[config.mk]
export PLATFORM = sky130hd
export DESIGN_NAME = mul_div_unit
export DESIGN_NICKNAME = d
export VERILOG_FILES = /design/src/rtl/mul_div_unit.sv
export SDC_FILE = /design/constraint.sdc
export NUM_CORES = 1
export LEC_CHECK = 0
export ABC_AREA = 1
export BUFFER_PORTS_ARGS = -buffer_cell sky130_fd_sc_hd__buf_4
export CAP_MARGIN = 10
export CORE_UTILIZATION = 30
export CTS_CLUSTER_SIZE = 12
export DETAILED_ROUTE_END_ITERATION = 10
export GPL_TIMING_DRIVEN = 0
export HOLD_SLACK_MARGIN = 0.05
export SETUP_SLACK_MARGIN = 0.2
export SLEW_MARGIN = 20
export SYNTH_ARGS = -nofsm -noshare
export SYNTH_HDL_FRONTEND = slang
export SYNTH_SLANG_ARGS = --single-unit
[constraint.sdc]
create_clock -name clk -period 6.6 [get_ports clk]
set_input_delay 0.33 -clock clk [delete_from_list [all_inputs] [get_ports clk]]
set_output_delay 0.33 -clock clk [all_outputs]
set_load 0.01 [all_outputs]
[src/rtl/mul_div_unit.sv]
// Iterative multiply/divide unit with HI/LO registers; MTHI/MTLO write in 1 edge, mul/div take WIDTH+1 cycles.
// busy is high from the issuing edge until the edge that writes hi/lo; start is ignored while busy.
module mul_div_unit #(
    parameter int WIDTH = 32
) (
    input  logic             clk,
    input  logic             rst_n,
    input  logic             start,
    input  logic [2:0]       op,
    input  logic [WIDTH-1:0] a,
    input  logic [WIDTH-1:0] b,
    input  logic             flush,
    output logic             busy,
    output logic             done,
    output logic [WIDTH-1:0] hi,
    output logic [WIDTH-1:0] lo
);

    localparam int CW = $clog2(WIDTH);

    localparam logic [1:0] S_IDLE   = 2'd0;
    localparam logic [1:0] S_RUN    = 2'd1;
    localparam logic [1:0] S_FINISH = 2'd2;

    logic [1:0]         state;
    logic [CW-1:0]      cnt;
    logic [2*WIDTH-1:0] acc;
    logic [WIDTH-1:0]   opnd;
    logic [WIDTH-1:0]   a_lat;
    logic               is_div;
    logic               div_zero;
    logic               neg_res;
    logic               neg_rem;
    logic [WIDTH-1:0]   hi_q;
    logic [WIDTH-1:0]   lo_q;
    logic               done_q;

    logic               signed_op;
    logic [WIDTH-1:0]   a_mag;
    logic [WIDTH-1:0]   b_mag;

    logic [WIDTH:0]     mul_sum;
    logic [WIDTH:0]     div_shift;
    logic [WIDTH:0]     div_diff;
    logic [2*WIDTH-1:0] acc_step;
    logic [2*WIDTH-1:0] prod_s;
    logic [WIDTH-1:0]   res_hi;
    logic [WIDTH-1:0]   res_lo;

    assign signed_op = ~op[0];
    assign a_mag     = (signed_op && a[WIDTH-1]) ? -a : a;
    assign b_mag     = (signed_op && b[WIDTH-1]) ? -b : b;

    // acc holds {partial product, multiplier} for multiplies and {remainder, dividend/quotient} for divides
    always_comb begin
        mul_sum   = {1'b0, acc[2*WIDTH-1:WIDTH]} + {1'b0, opnd & {WIDTH{acc[0]}}};
        div_shift = acc[2*WIDTH-1:WIDTH-1];
        div_diff  = div_shift - {1'b0, opnd};
        acc_step  = {mul_sum, acc[WIDTH-1:1]};
        if (is_div) begin
            if (div_diff[WIDTH])
                acc_step = {div_shift[WIDTH-1:0], acc[WIDTH-2:0], 1'b0};
            else
                acc_step = {div_diff[WIDTH-1:0], acc[WIDTH-2:0], 1'b1};
        end
    end

    always_comb begin
        prod_s = neg_res ? -acc : acc;
        res_hi = prod_s[2*WIDTH-1:WIDTH];
        res_lo = prod_s[WIDTH-1:0];
        if (is_div) begin
            if (div_zero) begin
                res_hi = a_lat;
                res_lo = '1;
            end else begin
                res_hi = neg_rem ? -acc[2*WIDTH-1:WIDTH] : acc[2*WIDTH-1:WIDTH];
                res_lo = neg_res ? -acc[WIDTH-1:0] : acc[WIDTH-1:0];
            end
        end
    end

    always_ff @(posedge clk or negedge rst_n) begin
        if (!rst_n) begin
            state    <= S_IDLE;
            cnt      <= '0;
            acc      <= '0;
            opnd     <= '0;
            a_lat    <= '0;
            is_div   <= 1'b0;
            div_zero <= 1'b0;
            neg_res  <= 1'b0;
            neg_rem  <= 1'b0;
            hi_q     <= '0;
            lo_q     <= '0;
            done_q   <= 1'b0;
        end else begin
            done_q <= 1'b0;
            case (state)
                S_IDLE: begin
                    if (start && !flush) begin
                        if (!op[2]) begin
                            state    <= S_RUN;
                            cnt      <= '0;
                            a_lat    <= a;
                            is_div   <= op[1];
                            div_zero <= (b == '0);
                            neg_res  <= signed_op & (a[WIDTH-1] ^ b[WIDTH-1]);
                            neg_rem  <= signed_op & a[WIDTH-1];
                            opnd     <= op[1] ? b_mag : a_mag;
                            acc      <= {{WIDTH{1'b0}}, (op[1] ? a_mag : b_mag)};
                        end else if (!op[1]) begin
                            if (!op[0])
                                hi_q <= a;
                            else
                                lo_q <= a;
                        end
                    end
                end
                S_RUN: begin
                    if (flush) begin
                        state <= S_IDLE;
                    end else begin
                        acc <= acc_step;
                        if (cnt == CW'(WIDTH - 1))
                            state <= S_FINISH;
                        else
                            cnt <= cnt + 1'b1;
                    end
                end
                S_FINISH: begin
                    state <= S_IDLE;
                    if (!flush) begin
                        hi_q   <= res_hi;
                        lo_q   <= res_lo;
                        done_q <= 1'b1;
                    end
                end
                default: state <= S_IDLE;
            endcase
        end
    end

    assign busy = (state != S_IDLE);
    assign done = done_q;
    assign hi   = hi_q;
    assign lo   = lo_q;

endmodule
# Word level (Yosys, flattened, before mapping)
# Index checks and enable logic that the tools add are counted.
# totals
elab_cells	95
out_inout_bits	66
reg_bits	204
# op_classes
n_reduce_logical	15
n_bitwise	6
n_addsub	8
eq_ne	13
mux	41
# op_table
operator	count
$mux W32	20
$mux W64	6
$neg A32 Y32	4
$pmux W32 S2	2
$pmux W64 S2	1
$neg A64 Y64	1
$add A32 B32 Y33	1
$sub A33 B32 Y33	1
$and A32 B32 Y32	1
$logic_not A32 Y1	1
$mux W5	4
$ne A2 B2 Y1 const B	9
$reduce_and A6 Y1	2
$pmux W5 S2	1
$mux W2	4
$reduce_and A3 Y1	2
$reduce_bool A2 Y1	3
$add A5 B1 Y5 const B	1
$eq A5 B5 Y1 const B	1
$reduce_and A5 Y1	1
$pmux W2 S2	1
$reduce_and A4 Y1	1
$logic_and A1 B1 Y1	3
$ne A3 B3 Y1 const B	1
other kinds (8)	11

# Depth between registers and ports, before layout
# logic_depth
depth_word	7
depth_mapped	20
depth_no_buf	18

# Worst setup path after synthesis
# No wires, ideal clock.
# synth_timing
kind	reg-to-reg
from	register acc[0]
to	register acc[43]
setup_time_ns	0.066
t_arrival_ns	2.424
period_less_slack_ns	2.490
slack_ns	4.110
path_stages_with_launch	20
path_cell_list	dfrtp_1 buf_2 clkbuf_1 nand2_1 inv_1 ha_1 inv_1 fa_1 inv_1 nand3_1 nand2_1 nand2_1 nand3_1 nand2_1 nand2_1 nor2_1 o21ai_0 nand2_1 o21bai_1 nand2_1
# synth_between
elab_chain_len	5
# synth_rtl
element	line	text
start: declaration	27	logic [2*WIDTH-1:0] acc;
start signal: assignment	111	acc <= {{WIDTH{1'b0}}, (op[1] ? a_mag : b_mag)};
start signal: assignment	124	acc <= acc_step;
$and A32 B32 Y32	56	mul_sum = {1'b0, acc[2*WIDTH-1:WIDTH]} + {1'b0, opnd & {WIDTH{acc[0]}}};
$add A32 B32 Y33	56	
$mux W64	60	if (is_div) begin
$mux W64	121	if (flush) begin
$pmux W64 S2	99	case (state)
# Every way passes these cells. The select of a mux whose other input is x is not followed.
# A chain may end at the register's enable or synchronous reset.

# Worst setup path in the final report
# layout_timing
from	register acc[0]
to	register acc[59]
# The elaborated chain is that of the path after synthesis.

==> out/metrics.cfg <==
[sta]
drv_slew = 0
fin_skew_ps = 23.2
hold_viol = 0
tightest_slew_ps = 1160
fmax_mhz = 277
period_needed_ps = 3610
rsz0062_at_grt = no
fin_crit_sh_pct = 54.7
setup_violations = 0
layout_setup_ws_ps = 2990
timing.setup.tns_ps = 0
slew-limit-headroom_pct = 22.5
hold_slack_ps = 52.7

[power]
pwr-share-seq_pct = 22.9
p_int_uw = 4530
p_sw_share_pct = 55.1
peakVddDrop_mv = 0.200
power_switching_uw = 5550
p_leak_uw = 0.0120
power_density_nw_per_um2 = 429
power_frac_comb_pct = 62.1
p_clk_share_pct = 15.0

[yosys]
synthTopCellsByArea = dfrtp_1 (25%), nand2_1 (21%), nor2_1 (10%)
synth_area_leader_cell = dfrtp_1
synth-seq-cells = 204
synthesis.area_um2 = 20400
yosysUniqueCellTypes = 51
synth_top_area_share_pct = 25.0
syn_nets = 3704
synthAdderAreaFrac_pct = 4.49
yosysWarnings = 0
synth_compound_area_share_pct = 15.3
synthMuxAreaShare_pct = 0.0491
ys_async_sr_fraction_pct = 100
synth_top_cells_by_count = nand2_1 (1143), nor2_1 (563), inv_1 (418), nand3_1 (268), o21ai_0 (242)
ys_seq_area_share_pct = 25.0
synth_top_family_by_area = simple AND/OR/NAND/NOR gates
synth_xor_area_share_pct = 2.92
yosysMostFrequentCell = nand2_1
synth_area_per_cell_um2 = 5.72
synthCells = 3561
yosys_most_used_dff = dfrtp_1
synth_edf_count = 0
synth-simple-area-share_pct = 41.5

[clocking]
path_clk_slew_ps = 60
clock_latency_ps = 570
cts_buffer_depth = 3
htree_num_levels = 1
cts_resized = 0
cts-root-buf = clkbuf_16
numCtsBuffers = 26
clock_sinks = 204
cts_tree = yes

[grt]
grt_pass1_vias = 22777
grt_antenna_before_repair = 1
grt_usage_pct = 28.3
overflow = 0
grt_pass1_wl_um = 146000
grt_max_degree = 92

[die]
std_cell_rows = 95
start_util_pct = 30.3
die-height_um = 263
die_w_um = 263
core_um2 = 67200
die-area_um2 = 69000
pin_count = 137

[finish]
fill_cells = 7608
fin_cells = 4621
drive_above_1_share_pct = 6.86
synthToLayoutAreaGrowth_pct = 15.2
antenna_cells = 0
multiInputGateArea_um2 = 13100
fin_nets = 3872
final_area_um2 = 23500
layout.area.seq_um2 = 5100

[job]
drv_cap = 0

[critical_path]
cp_data_arrival_time_ps = 4070
startpoint_type = flop
crit_path_end_kind = flop
worstPathRequired_ps = 7060
path_max_fanout = 10
criticalPathCategory = flop to flop

[place]
place_hpwl_um = 83000
io_buffers = 136
gp_congestion = 1.04
place_ws_ps = 3090
place_inst = 4572
place_area_um2 = 22600

[routing]
drt_iter0_drc = 2789
route.antenna.remaining_nets = 0
drc_errors = 0
finalWirelength_um = 100000
avgRoutedWirePerCell_um = 21.6
viasPerCell = 5.33
via_count = 24644
firstDrtPassIters = 6

[hold_path]
hp-class = primary input to flop

[run_status]
status = completed

[flip-flops by register name, summed over array words and instances (netlist names)]
signal / count
div_zero: 1
done: 1
acc: 64
is_div: 1
hi: 32
state: 2
opnd: 32
neg_rem: 1
a_lat: 32
lo: 32
neg_res: 1
cnt: 5
[final cells by class]
type,count,area share [%]
inverter,434,6.94
tap,873,4.65
buffer,132,2.35
clock buffer,39,3.41
clock inverter,8,0.400
sequential,204,21.8
multi-input combinational,2791,55.8
timing repair buffer,140,4.70
[through the flow]
step | utilization [%] | power [uW]
after floorplan | - | 6130
after global placement | 33.5 | 8360
after detailed placement | 33.6 | 8360
after CTS | 34.9 | 9880
after global routing | 34.9 | 10800
final | 34.9 | 10100
[metal layers]
metal,vias to the layer above,share of wire [%],wire (um),global-route usage [%]
met4,0,6.1,6140,14.9
li1,11696,-,-,-
met3,267,11,10800,5.88
met2,1338,42,41900,42.4
met1,11343,41,41300,38.0
met5,-,0,0,0
[what timing repair did]
action,4_1_cts,5_1_grt
hold endpoints to repair,42,0
buffers inserted,0,0
hold buffers,2,0
[worst max-delay path, cell delays in order, from the launching register on]
cell,delay [ps]
dfrtp_1,310
buf_2,270
clkbuf_1,500
nand2_1,100
inv_1,70
ha_1,220
inv_1,100
fa_1,400
inv_1,150
nand3_1,80
nand2_1,170
nand2_1,80
nand3_1,180
nand2_1,80
nand2_1,170
nand3_1,150
nand3_1,120
nand3_1,140
nand3_1,160
nand2_1,50
[path summary, 6_finish.rpt]
path | end | from | slack, ps | depth (start not counted)
max | acc[59]$_DFFE_PN0P_ | acc[0]$_DFFE_PN0P_ | 2990 | 19
min | lo[0]$_DFFE_PN0P_ | a[0] | 50 | 3
max reg2reg | acc[59]$_DFFE_PN0P_ | acc[0]$_DFFE_PN0P_ | 2990 | 19
min reg2reg | lo[5]$_DFFE_PN0P_ | lo[5]$_DFFE_PN0P_ | 490 | 2
max in group asynchronous | opnd[27]$_DFFE_PN0P_ | rst_n | 5160 | 4
min in group asynchronous | hi[10]$_DFFE_PN0P_ | rst_n | 240 | 2
[kinds of logic after synthesis]
logic type / count (synthesis)
AO/OA/AOI/OAI: 573
multiplexers: 1
XOR/XNOR: 68
flip-flops: 204
AND/OR/NAND/NOR: 2077
buffers and inverters: 566
adder cells (fa/ha/maj): 72
[power by group through the flow]
stage          registers (uW)  logic (uW)  clock network (uW)
6_report                 2310        6250                1510
4_1_cts                  2260        6110                1500
5_1_grt                  2320        6910                1560
3_3_place_gp             2280        6080                   0
2_1_floorplan            2020        4110                   0
3_5_place_dp             2280        6080                   0
[placed cells by master, fill, tap and decap left out, types with 10 or more instances in the layout]
| master | synthesis | routed |
|---|---|---|
| xor2_1 | 48 | 48 |
| dfrtp_1 | 204 | 204 |
| ha_1 | 70 | 70 |
| clkbuf_8 | 0 | 10 |
| a31oi_1 | 12 | 12 |
| nor2_1 | 563 | 563 |
| clkbuf_1 | 91 | 94 |
| buf_1 | 11 | 11 |
| nand4_1 | 25 | 25 |
| nor3_1 | 23 | 23 |
| inv_1 | 418 | 418 |
| o21ai_0 | 242 | 242 |
| clkbuf_16 | 0 | 26 |
| nand3_1 | 268 | 268 |
| nand2_1 | 1143 | 1143 |
| buf_2 | 26 | 26 |
| inv_2 | 13 | 13 |
| a21oi_1 | 220 | 220 |
| a22oi_1 | 15 | 15 |
| o21ai_1 | 11 | 11 |
| xnor2_1 | 20 | 20 |
| nand3b_1 | 16 | 16 |
| o211ai_1 | 34 | 34 |
| buf_4 | 2 | 137 |
Note: power is estimated with default switching activity, not from simulation.
